--- src/rtl/cdc_word_receiver.sv ---
// rtl/cdc_word_receiver.sv - toggle req/ack word receiver into the out_clk domain
//
// Receives a W-bit word from a foreign clock domain using a toggle handshake.
// in_req is synchronised through SYNC_STAGES flops (legal range 2..4). When a
// new toggle is seen, in_data is captured. The word is then offered on a
// valid/ready interface. The ack toggle is returned to the source only when
// the local consumer accepts the word.
//
// Optional feature macro: CDC_RX_PARITY_EN. When defined, it adds the
// in_parity / parity_err even-parity check.
//
// Ports:
//   out_clk    in   receive-domain clock, posedge
//   reset      in   synchronous, active-high
//   in_req     in   request toggle, asynchronous to out_clk
//   in_data    in   W-bit source word, held stable until out_ack toggles
//   in_parity  in   (CDC_RX_PARITY_EN) even-parity bit over in_data
//   out_ack    out  registered ack toggle back to the source
//   out_data   out  captured word; keeps the last word after acceptance
//   out_valid  out  out_data valid
//   out_ready  in   consumer accepts on out_valid && out_ready
//   busy       out  high while a transfer is in progress (state != IDLE)
//   proto_err  out  sticky: source toggled again before being acked
//   parity_err out  (CDC_RX_PARITY_EN) parity result for the current word

module cdc_word_receiver #(
  parameter int W           = 8,
  parameter int SYNC_STAGES = 2
) (
  input  logic         out_clk,
  input  logic         reset,
  input  logic         in_req,
  input  logic [W-1:0] in_data,
`ifdef CDC_RX_PARITY_EN
  input  logic         in_parity,
  output logic         parity_err,
`endif
  output logic         out_ack,
  output logic [W-1:0] out_data,
  output logic         out_valid,
  input  logic         out_ready,
  output logic         busy,
  output logic         proto_err
);

  typedef enum logic [1:0] {
    IDLE    = 2'd0,
    CAPTURE = 2'd1,
    VALID   = 2'd2
  } state_t;

  state_t                 state;
  logic [SYNC_STAGES-1:0] sync_chain;
  logic                   sync_q;
  logic                   sync_prev;
  logic                   req_seen;

  // Only the last synchroniser stage may feed any logic.
  assign sync_q = sync_chain[SYNC_STAGES-1];

  always_ff @(posedge out_clk) begin
    if (reset) begin
      sync_chain <= '0;
      sync_prev  <= 1'b0;
      req_seen   <= 1'b0;
      out_ack    <= 1'b0;
      out_valid  <= 1'b0;
      out_data   <= '0;
      proto_err  <= 1'b0;
      busy       <= 1'b0;
      state      <= IDLE;
`ifdef CDC_RX_PARITY_EN
      parity_err <= 1'b0;
`endif
    end else begin
      sync_chain <= {sync_chain[SYNC_STAGES-2:0], in_req};
      sync_prev  <= sync_q;

      // A toggle arriving while a word is still owned by this side means the
      // source did not wait for ack. The toggle is still serviced later
      // through the req_seen mismatch; an even number of toggles is lost.
      if ((sync_q ^ sync_prev) && (state != IDLE)) begin
        proto_err <= 1'b1;
      end

      case (state)
        IDLE: begin
          if (sync_q != req_seen) begin
            state <= CAPTURE;
            busy  <= 1'b1;
          end
        end
        CAPTURE: begin
          out_data  <= in_data;
          req_seen  <= sync_q;
          out_valid <= 1'b1;
          state     <= VALID;
`ifdef CDC_RX_PARITY_EN
          parity_err <= ^{in_data, in_parity};
`endif
        end
        VALID: begin
          // Ack only after the consumer takes the word.
          if (out_ready) begin
            out_valid <= 1'b0;
            out_ack   <= ~out_ack;
            busy      <= 1'b0;
            state     <= IDLE;
          end
        end
        default: begin
          out_valid <= 1'b0;
          busy      <= 1'b0;
          state     <= IDLE;
        end
      endcase
    end
  end

endmodule
--- config.mk ---
export PLATFORM = sky130hd
export DESIGN_NAME = cdc_word_receiver
export DESIGN_NICKNAME = d
export VERILOG_FILES = /design/src/rtl/cdc_word_receiver.sv
export SDC_FILE = /design/constraint.sdc
export NUM_CORES = 1
export LEC_CHECK = 0
export ABC_AREA = 1
export BUFFER_PORTS_ARGS = -buffer_cell sky130_fd_sc_hd__buf_4
export CORE_AREA = 2 2 42 44
export CTS_CLUSTER_SIZE = 24
export DETAILED_ROUTE_END_ITERATION = 10
export DIE_AREA = 0 0 44 46
export PLACE_DENSITY = 0.71
export SYNTH_ARGS = -nofsm -noshare
export SYNTH_HDL_FRONTEND = slang
export SYNTH_SLANG_ARGS = --single-unit
--- constraint.sdc ---
create_clock -name out_clk -period 1.4 [get_ports out_clk]
set_clock_uncertainty 0.2 [all_clocks]
set_input_delay 0.07 -clock out_clk [delete_from_list [all_inputs] [get_ports out_clk]]
set_output_delay 0.07 -clock out_clk [all_outputs]
set_load 0.005 [all_outputs]
==> results.md, run 1 <==
- Pleak: between 0.4 and 0.5 nW
- RSZ-0062 raised after global routing: no
- HP Class: flop to flop
- Fill cell count: 150
- Worst-Skew Late Latency: about 0.30 ns
- Largest net degree at the start of global routing: 11
- Worst setup SP type: flop
- Final TNS setup: 0 ns
- PnR worst setup slack: between 0.15 and 0.2 ns
- Synth warn: 0
- Antenna violations before repair: 0
- Total die area: just over 2000 sq um
- Post-CTS Setup Repair Bufs: 0
- Hpwl dp: about 930 um
- P per Cell Area: about 1000 nW/um^2
- Most common cell after layout, fill and taps aside: nor2_1
- Final worst path period need: approximately 1.2 ns
- Net Sw Frac: between 20% and 30%
- Worst setup EP type: flop
- Cells after Synth: 85
- Final setup vio count: 0
- Global placement routability congestion: roughly 0.80
- Core Area: about 1600 sq um
- Rel. slew slack: between 80% and 90%
- Critical Path Source: state[1]
- Critical path required time: 1.45 ns
- Crit Reg-Reg Startpoint: state[1]
- Syn nets: 97
- CTS Buf Count: 3
- Clock root cell: clkbuf_4
- Post-Route WL: 1.446 mm
- Power share of the clock group: between 30% and 40%
- Mapped Area: 673.1 sq um
- First-pass GRT wire length: roughly 2.5 mm
- Maximum VDD drop: between 500 and 600 uV
- Top cells by area, synth: dfxtp_1 54%, nor2_1 15%, o21ai_1 5.9%, nand2_1 4.5%, inv_1 3.9%
- Area growth syn-to-layout: 48.88%
- Io pins: 24
- Seq cells post-synth: 18
- Netlist cell types: 16
- Synth area leader: dfxtp_1
- Post-route cell area: 1002 sq um
- DRC Markers: 0
- Antenna-violating nets left: 0
- Die height: between 40 and 50 um
- Drt first pass iters: 4
- Top cell type's share of synthesized area: 53.53%
- Via Count: 640
- Post-place instance area: around 850 sq um
- Net Switching: ~250 uW
- Post-synthesis sequential area ratio: 53.53%
- Total gr overflow: 0
- Tot Pwr: approximately 1.0 mW
- Max Fclk: 0.8240 GHz
- Via/cell ratio: around 4.6
- I/O Buffers: 23
- Maxcap violations: 0
- Critical Path AT: approximately 1.3 ns
- Critical path type: flop to flop
- Int Power: approximately 800 uW
- N_diodes: 0
- Slew Limit Fails: 0
- Worst-Margin Slew: between 0.2 and 0.3 ns
- Worst-path clk slew: about 0.10 ns
- H-tree lvl count: 1
- Final hold violations: 0
- Pre-CTS setup slack: between 0.2 and 0.25 ns
- Mean Syn Cell Area: between 7 and 8 sq um
- Clk buf depth: 2
- Crit-path max FO: 7
- Die width: approximately 44 um
- Wire per inst: roughly 10 um
- Initial Util: between 40% and 50%
- Sequential power share: a little over half
- Part of the power in combinational logic: between 10% and 20%
- Outcome: finished, final reports clean
- Period utilization: just under 90%
- # rows: 15
- Clk sinks: 18
- Total track usage: ~18%
- Vias in the first global route: about 620
- Detailed Route Iter0 Violations: 5
- Final #Nets: between 100 and 150
- Share of cells above drive strength 1: ~30%
- Hold_sp: sync_chain[0]
- Commonest non-fill, non-tap cells in the layout: 27 x nor2_1, 23 x buf_4, 18 x dfxtp_1
- CTS tree: yes
==> critical path: stages, from the launching register on <==
cell	delay, ns
dfxtp_1	0.47
inv_2	0.06
nand2_2	0.12
buf_4	0.17
o21ai_1	0.06
nor2_1	0.08
==> state kept, by name, indices dropped and copies added, names as in the netlist <==
register	count
out_data	8
state	2
sync_chain	2
busy	1
out_ack	1
out_valid	1
proto_err	1
req_seen	1
sync_prev	1
==> metrics by stage <==
stage          cells  hold slack [ns]  util, %
3_3_place_gp     124          0.07582    52.79
5_1_grt          139           0.2490    62.09
3_5_place_dp     124          0.09014    52.79
6_report         139           0.2115    62.09
2_1_floorplan     85         -0.02303        -
4_1_cts          140           0.2180    62.48
==> final cells by class <==
type	instances	area, sq um	share of cell area (%)
Multi-Input combinational cell	54	247.7	24.72
Tap cell	17	21.27	2.122
Sequential cell	18	360.3	35.96
Inverter	11	42.54	4.245
Timing Repair Buffer	35	294.0	29.34
Clock buffer	4	36.28	3.620
==> power groups by stage <==
stage / registers, mW / clock network [mW] / logic (mW)
final: 0.557 / 0.324 / 0.162
after global routing: 0.560 / 0.361 / 0.183
after CTS: 0.557 / 0.340 / 0.163
after detailed placement: 0.568 / 0 / 0.136
after floorplan: 0.569 / 0 / 0.0726
after global placement: 0.568 / 0 / 0.133
==> cell usage after synthesis (all sizes together) <==
library cell   n
a211oi         1
a21oi          2
buf            2
clkinv         1
dfxtp         18
inv           10
nand2          9
nand3          4
nor2          28
o21ai          9
xor2           1
==> final timing paths <==
check / end / slack (ns) / cells after the start
worst min-delay path: sync_chain[1] / 0.21 / 2
worst max register to register: out_data[7] / 0.19 / 5
worst max-delay path: out_data[7] / 0.19 / 5
worst min register to register: sync_chain[1] / 0.21 / 2
==> logic make-up (layout without fill, tap and decap cells) <==
kind of cell	after synthesis	count (layout)	synth area share, %
AO/OA/AOI/OAI	12	12	10.41
flip-flops	18	18	53.53
buffers and inverters	13	50	9.665
AND/OR/NAND/NOR	41	41	25.09
XOR/XNOR	1	1	1.301
==> what timing repair did <==
item                                    CTS  global route
endpoints found under the hold margin    16             0
endpoints found under the setup margin    0             1
gates resized for setup                   0             1
hold buffers                             12             0
==> metal layers <==
metal | track usage, % | wire, um
met3 | 2.381 | 81
met5 | 0 | 0
met1 | 18.00 | 579
met4 | 12.73 | 42
met2 | 32.35 | 743
No activity file was read; power rests on OpenSTA's default activity.
==> run 2, diff against run 1 <==
Settings changed: REMOVE_ABC_BUFFERS set to 1.
==> results.md, run 2 (same netlist as run 1, synthesis figures left out) <==
- Post-cts resize count: 0 (unchanged)
- Final setup vio count: 0 (unchanged)
- Total die area: 2024 sq um (unchanged)
- Commonest non-fill, non-tap cells in the layout: 27 x nor2_1, 24 x buf_4, 18 x dfxtp_1
- I/O Buffers: 23 (unchanged)
- Worst setup EP type: flop
- Wire per inst: 10.45 um (+0.41%)
- Clk buf depth: 2 (unchanged)
- Maxcap violations: 0 (unchanged)
- Final worst path period need: 1.374 ns (+0.1601 ns)
- Pleak: 0.4623 nW (-0.61%)
- Critical path required time: 1.44 ns (about the same)
- Share of cells above drive strength 1: 28.69% (-0.82 points)
- Met1 wire length: 645 um (+11%)
- Total track usage: 16.36% (-1.2 points)
- Post-Route WL: 1.452 mm (+0.41%)
- HP Class: flop to flop
- Most common cell after layout, fill and taps aside: nor2_1
- Global placement routability congestion: 0.7417 (-7.6%)
- Hold depth: 2 (unchanged)
- Drt first pass iters: 4 (unchanged)
- Detailed Route Iter0 Violations: 9 (+4)
- Initial Util: 41.71% (unchanged)
- P per Cell Area: 973.4 nW/um^2 (-6.5%)
- Clk sinks: 18 (unchanged)
- Antenna violations before repair: 0 (unchanged)
- Rel. slew slack: 82.68% (-0.43 points)
- First-pass GRT wire length: 2.318 mm (-7.9%)
- Total gr overflow: 0 (unchanged)
- CTS Hold Bufs: 12 (unchanged)
- Reg with most FFs: out_data
- RSZ-0062 raised after global routing: no
- Worst setup SP type: input port
- Max Fclk: 0.7280 GHz (-12%)
- Tot Pwr: 968.2 uW (-7.2%)
- Die width: 44 um (unchanged)
- H-tree lvl count: 1 (unchanged)
- Outcome: finished, final reports clean
- Period utilization: 98.12% (+11 points)
- Post-route cell area: 994.7 sq um (-0.75%)
- Max Used Layer: met4
- Post-CTS Setup Repair Bufs: 0 (unchanged)
- CTS tree: yes
- Met2 routed WL: 671 um (-9.7%)
- Die height: 46 um (unchanged)
- Slew Limit Fails: 0 (unchanged)
- Io pins: 24 (unchanged)
- WHS: 0.2203 ns (+0.008819 ns)
- Final #Nets: 136 (+0.74%)
- Maximum VDD drop: 513.8 uV (+1.9%)
- Worst-path clk slew: 0.09 ns (about the same)
- CTS Buf Count: 3 (unchanged)
- Via/cell ratio: 4.647 (+0.94%)
- Critical path type: input port to flop
- Core Area: 1614 sq um (unchanged)
- Post-place instance area: 852.1 sq um (unchanged)
- Antenna-violating nets left: 0 (unchanged)
- DRC Markers: 0 (unchanged)
- Critical Path AT: 1.41 ns (+0.15 ns)
- Final hold violations: 0 (unchanged)
- Crit-path max FO: 9 (+2)
- Vias in the first global route: 574 (-7.9%)
- WL met3: 98 um (+21%)
- Worst-Skew Late Latency: 0.29 ns (about the same)
- Max FFs per register: 8 (unchanged)
- Largest net degree at the start of global routing: 11 (unchanged)
- Biggest regs: out_data: 8 flops, state: 2 flops, sync_chain: 2 flops
- N_diodes: 0 (unchanged)
- Final TNS setup: 0 ns (unchanged)
- Via Count: 646 (+0.94%)
- Worst-Margin Slew: 0.2594 ns (+0.006387 ns)
- Area growth syn-to-layout: 47.77%
- Hpwl dp: 903.5 um (-3.3%)
- # rows: 15 (unchanged)
- Clock root cell: clkbuf_4
- Reg2Reg Depth: 5 (unchanged)
-- run 2: layer usage --
| metal | vias up | track usage [%] |
|---|---|---|
| li1 | 336 | - |
| met1 | 283 | 18.93 |
| met2 | 22 | 25.88 |
| met3 | 5 | 5.159 |
| met4 | 0 | 10.91 |
| met5 | - | 0 |
-- run 2: where the power goes --
| part | switching, mW | internal [mW] | leakage (nW) | total [mW] |
|---|---|---|---|---|
| logic | 0.0699 | 0.0932 | 0.302 | 0.163 |
| registers | 0.0166 | 0.539 | 0.147 | 0.556 |
| clock network | 0.149 | 0.100 | 0.0138 | 0.249 |
-- run 2: final timing paths --
path	endpoint	startpoint	slack, ns
worst max-delay path	sync_chain[0]	reset	0.03
worst min-delay path	sync_chain[1]	sync_chain[0]	0.22
worst max register to register	req_seen	state[1]	0.21
worst min register to register	sync_chain[1]	sync_chain[0]	0.22
-- run 2: worst max-delay path: stages --
cell and delay (ns):
dlygate4sd3_1 0.53, buf_4 0.17, nor2_1 0.10, dlygate4sd3_1 0.54
-- run 2: layout make-up --
type / count / area, sq um
repair buffers: 36 / 300.3
clock buffers: 3 / 22.52
multi-input cells: 54 / 247.7
inverters: 11 / 42.54
well taps: 17 / 21.27
fillers: 145 / 619.3
flip-flops and latches: 18 / 360.3
-- run 2: stage by stage --
step / worst slack [ns] / instances / utilization (%)
2_1_floorplan: 0.2035 / 83 / -
3_3_place_gp: 0.2602 / 124 / 52.79
4_1_cts: 0.04727 / 139 / 61.63
3_5_place_dp: 0.2428 / 124 / 52.79
6_report: 0.02633 / 139 / 61.63
5_1_grt: 0.002438 / 139 / 61.63
==> run 3, diff against run 2 <==
Settings changed: RECOVER_POWER set to 50.
==> results.md, run 3 (same netlist as run 1, synthesis figures left out) <==
- First-pass GRT wire length: 2.318 mm (unchanged)
- Total gr overflow: 0 (unchanged)
- Most common cell after layout, fill and taps aside: nor2_1
- Post-place instance area: 852.1 sq um (unchanged)
- Worst path max stage delay: 0.54 ns (about the same)
- Clk sinks: 18 (unchanged)
- Die width: 44 um (unchanged)
- Hpwl dp: 903.5 um (unchanged)
- Worst-Skew Late Latency: 0.29 ns (about the same)
- Total die area: 2024 sq um (unchanged)
- CTS Buf Count: 3 (unchanged)
- Critical path type: input port to flop
- Max FFs per register: 8 (unchanged)
- Post-route cell area: 994.7 sq um (unchanged)
- Crit-path max FO: 9 (unchanged)
- Rel. slew slack: 82.68% (about the same)
- Max Fclk: 0.7284 GHz (about the same)
- Worst setup SP type: input port
- Largest net degree at the start of global routing: 11 (unchanged)
- HP Class: flop to flop
- Detailed Route Iter0 Violations: 7 (-2)
- Cell chain of the critical path: dlygate4sd3_1 > buf_4 > nor2_1 > dlygate4sd3_1
- Period utilization: 98.06% (about the same)
- Maxcap violations: 0 (unchanged)
- Via Count: 642 (-0.62%)
- # rows: 15 (unchanged)
- Worst setup EP type: flop
- Fill cell count: 145 (unchanged)
- CTS tree: yes
- Slew Limit Fails: 0 (unchanged)
- Maximum VDD drop: 513.9 uV (about the same)
- Global placement routability congestion: 0.7417 (unchanged)
- CP most frequent cell: dlygate4sd3_1
- H-tree lvl count: 1 (unchanged)
- Share of cells above drive strength 1: 28.69% (unchanged)
- Commonest non-fill, non-tap cells in the layout: 27 x nor2_1, 18 x dfxtp_1, 15 x clkbuf_4
- Final worst path period need: 1.373 ns (-0.0008829 ns)
- I/O Buffers: 23 (unchanged)
- Wire per inst: 10.40 um (-0.48%)
- Final hold violations: 0 (unchanged)
- RSZ-0062 raised after global routing: no
- Outcome: finished, final reports clean
- Core Area: 1614 sq um (unchanged)
- Initial Util: 41.71% (unchanged)
- Post-cts resize count: 0 (unchanged)
- Post-Route WL: 1.445 mm (-0.48%)
- Die height: 46 um (unchanged)
- Area growth syn-to-layout: 47.77% (unchanged)
- Clk buf depth: 2 (unchanged)
- Worst-Margin Slew: 0.2594 ns (+0.0000009537 ns)
- Critical Path AT: 1.41 ns (about the same)
- Drt first pass iters: 4 (unchanged)
- Slowest CP cell: dlygate4sd3_1
- N_diodes: 0 (unchanged)
- Via/cell ratio: 4.619 (-0.62%)
- Biggest regs: out_data: 8 flops, state: 2 flops, sync_chain: 2 flops
- Clock root cell: clkbuf_4
- Io pins: 24 (unchanged)
- Antenna violations before repair: 0 (unchanged)
- P per Cell Area: 973.1 nW/um^2 (about the same)
- Total track usage: 16.36% (unchanged)
- Pleak: 0.4559 nW (-1.4%)
- Final #Nets: 136 (unchanged)
- Final TNS setup: 0 ns (unchanged)
- Critical path required time: 1.44 ns (about the same)
- Final setup vio count: 0 (unchanged)
- WP buf/inv: 3 (unchanged)
- Vias in the first global route: 574 (unchanged)
- Crit-path leading delay family: buffers and inverters
- Antenna-violating nets left: 0 (unchanged)
- Reg with most FFs: out_data
- Worst-path clk slew: 0.10 ns (about the same)
- DRC Markers: 0 (unchanged)
-- run 3: cell types whose count changed in the layout (fill, tap and decap cells not counted), sizes merged --
| cell | before | now |
|---|---|---|
| buf | 24 | 12 |
| clkbuf | 3 | 15 |
-- run 3: path summary, 6_finish.rpt --
path                      start             to  slack (ns)  cells after the start
hold / removal    sync_chain[0]  sync_chain[1]        0.22                      2
setup / recovery          reset  sync_chain[0]        0.03                      4
hold reg to reg   sync_chain[0]  sync_chain[1]        0.22                      2
setup reg to reg       state[1]       req_seen        0.21                      5
-- run 3: timing repair --
action,CTS,global route
setup buffers,0,0
endpoints found under the hold margin,16,0
hold buffers,12,0
-- run 3: layout make-up --
| cell class | count | area [sq um] | share of cell area (%) |
|---|---|---|---|
| well taps | 17 | 21.27 | 2.138 |
| flip-flops and latches | 18 | 360.3 | 36.23 |
| multi-input cells | 54 | 247.7 | 24.91 |
| repair buffers | 36 | 300.3 | 30.19 |
| inverters | 11 | 42.54 | 4.277 |
| clock buffers | 3 | 22.52 | 2.264 |
-- run 3: stage by stage --
stage / cells / power (mW) / hold slack [ns] / utilization, % / setup slack, ns
global placement: 124 / 0.7002 / 0.07771 / 52.79 / 0.2602
finish: 139 / 0.9680 / 0.2194 / 61.63 / 0.02721
floorplan: 83 / 0.6322 / -0.05882 / - / 0.2035
CTS: 139 / 0.9801 / 0.2249 / 61.63 / 0.04727
global route: 139 / 1.021 / 0.2376 / 61.63 / 0.002438
detailed placement: 124 / 0.7036 / 0.08465 / 52.79 / 0.2428
-- run 3: power by group --
group	internal, mW	switching, mW	total, mW
combinational	0.0916	0.0701	0.162
sequential	0.539	0.0163	0.556
clock	0.100	0.150	0.251
total	0.731	0.237	0.968
-- run 3: tightest hold or removal path: stages, from the launching register on --
cell and delay, ns:
dfxtp_1 0.31, inv_1 0.04, nor2_1 0.03
-- run 3: layer usage --
layer / track usage (%) / up-vias / part of all wire (%) / routed length [um]
met2: 25.88 / 22 / 46 / 660
met3: 5.159 / 5 / 6.4 / 92
met4: 10.91 / 0 / 2.5 / 36
met1: 18.93 / 279 / 45 / 655
met5: 0 / - / 0 / 0
li1: - / 336 / - / -
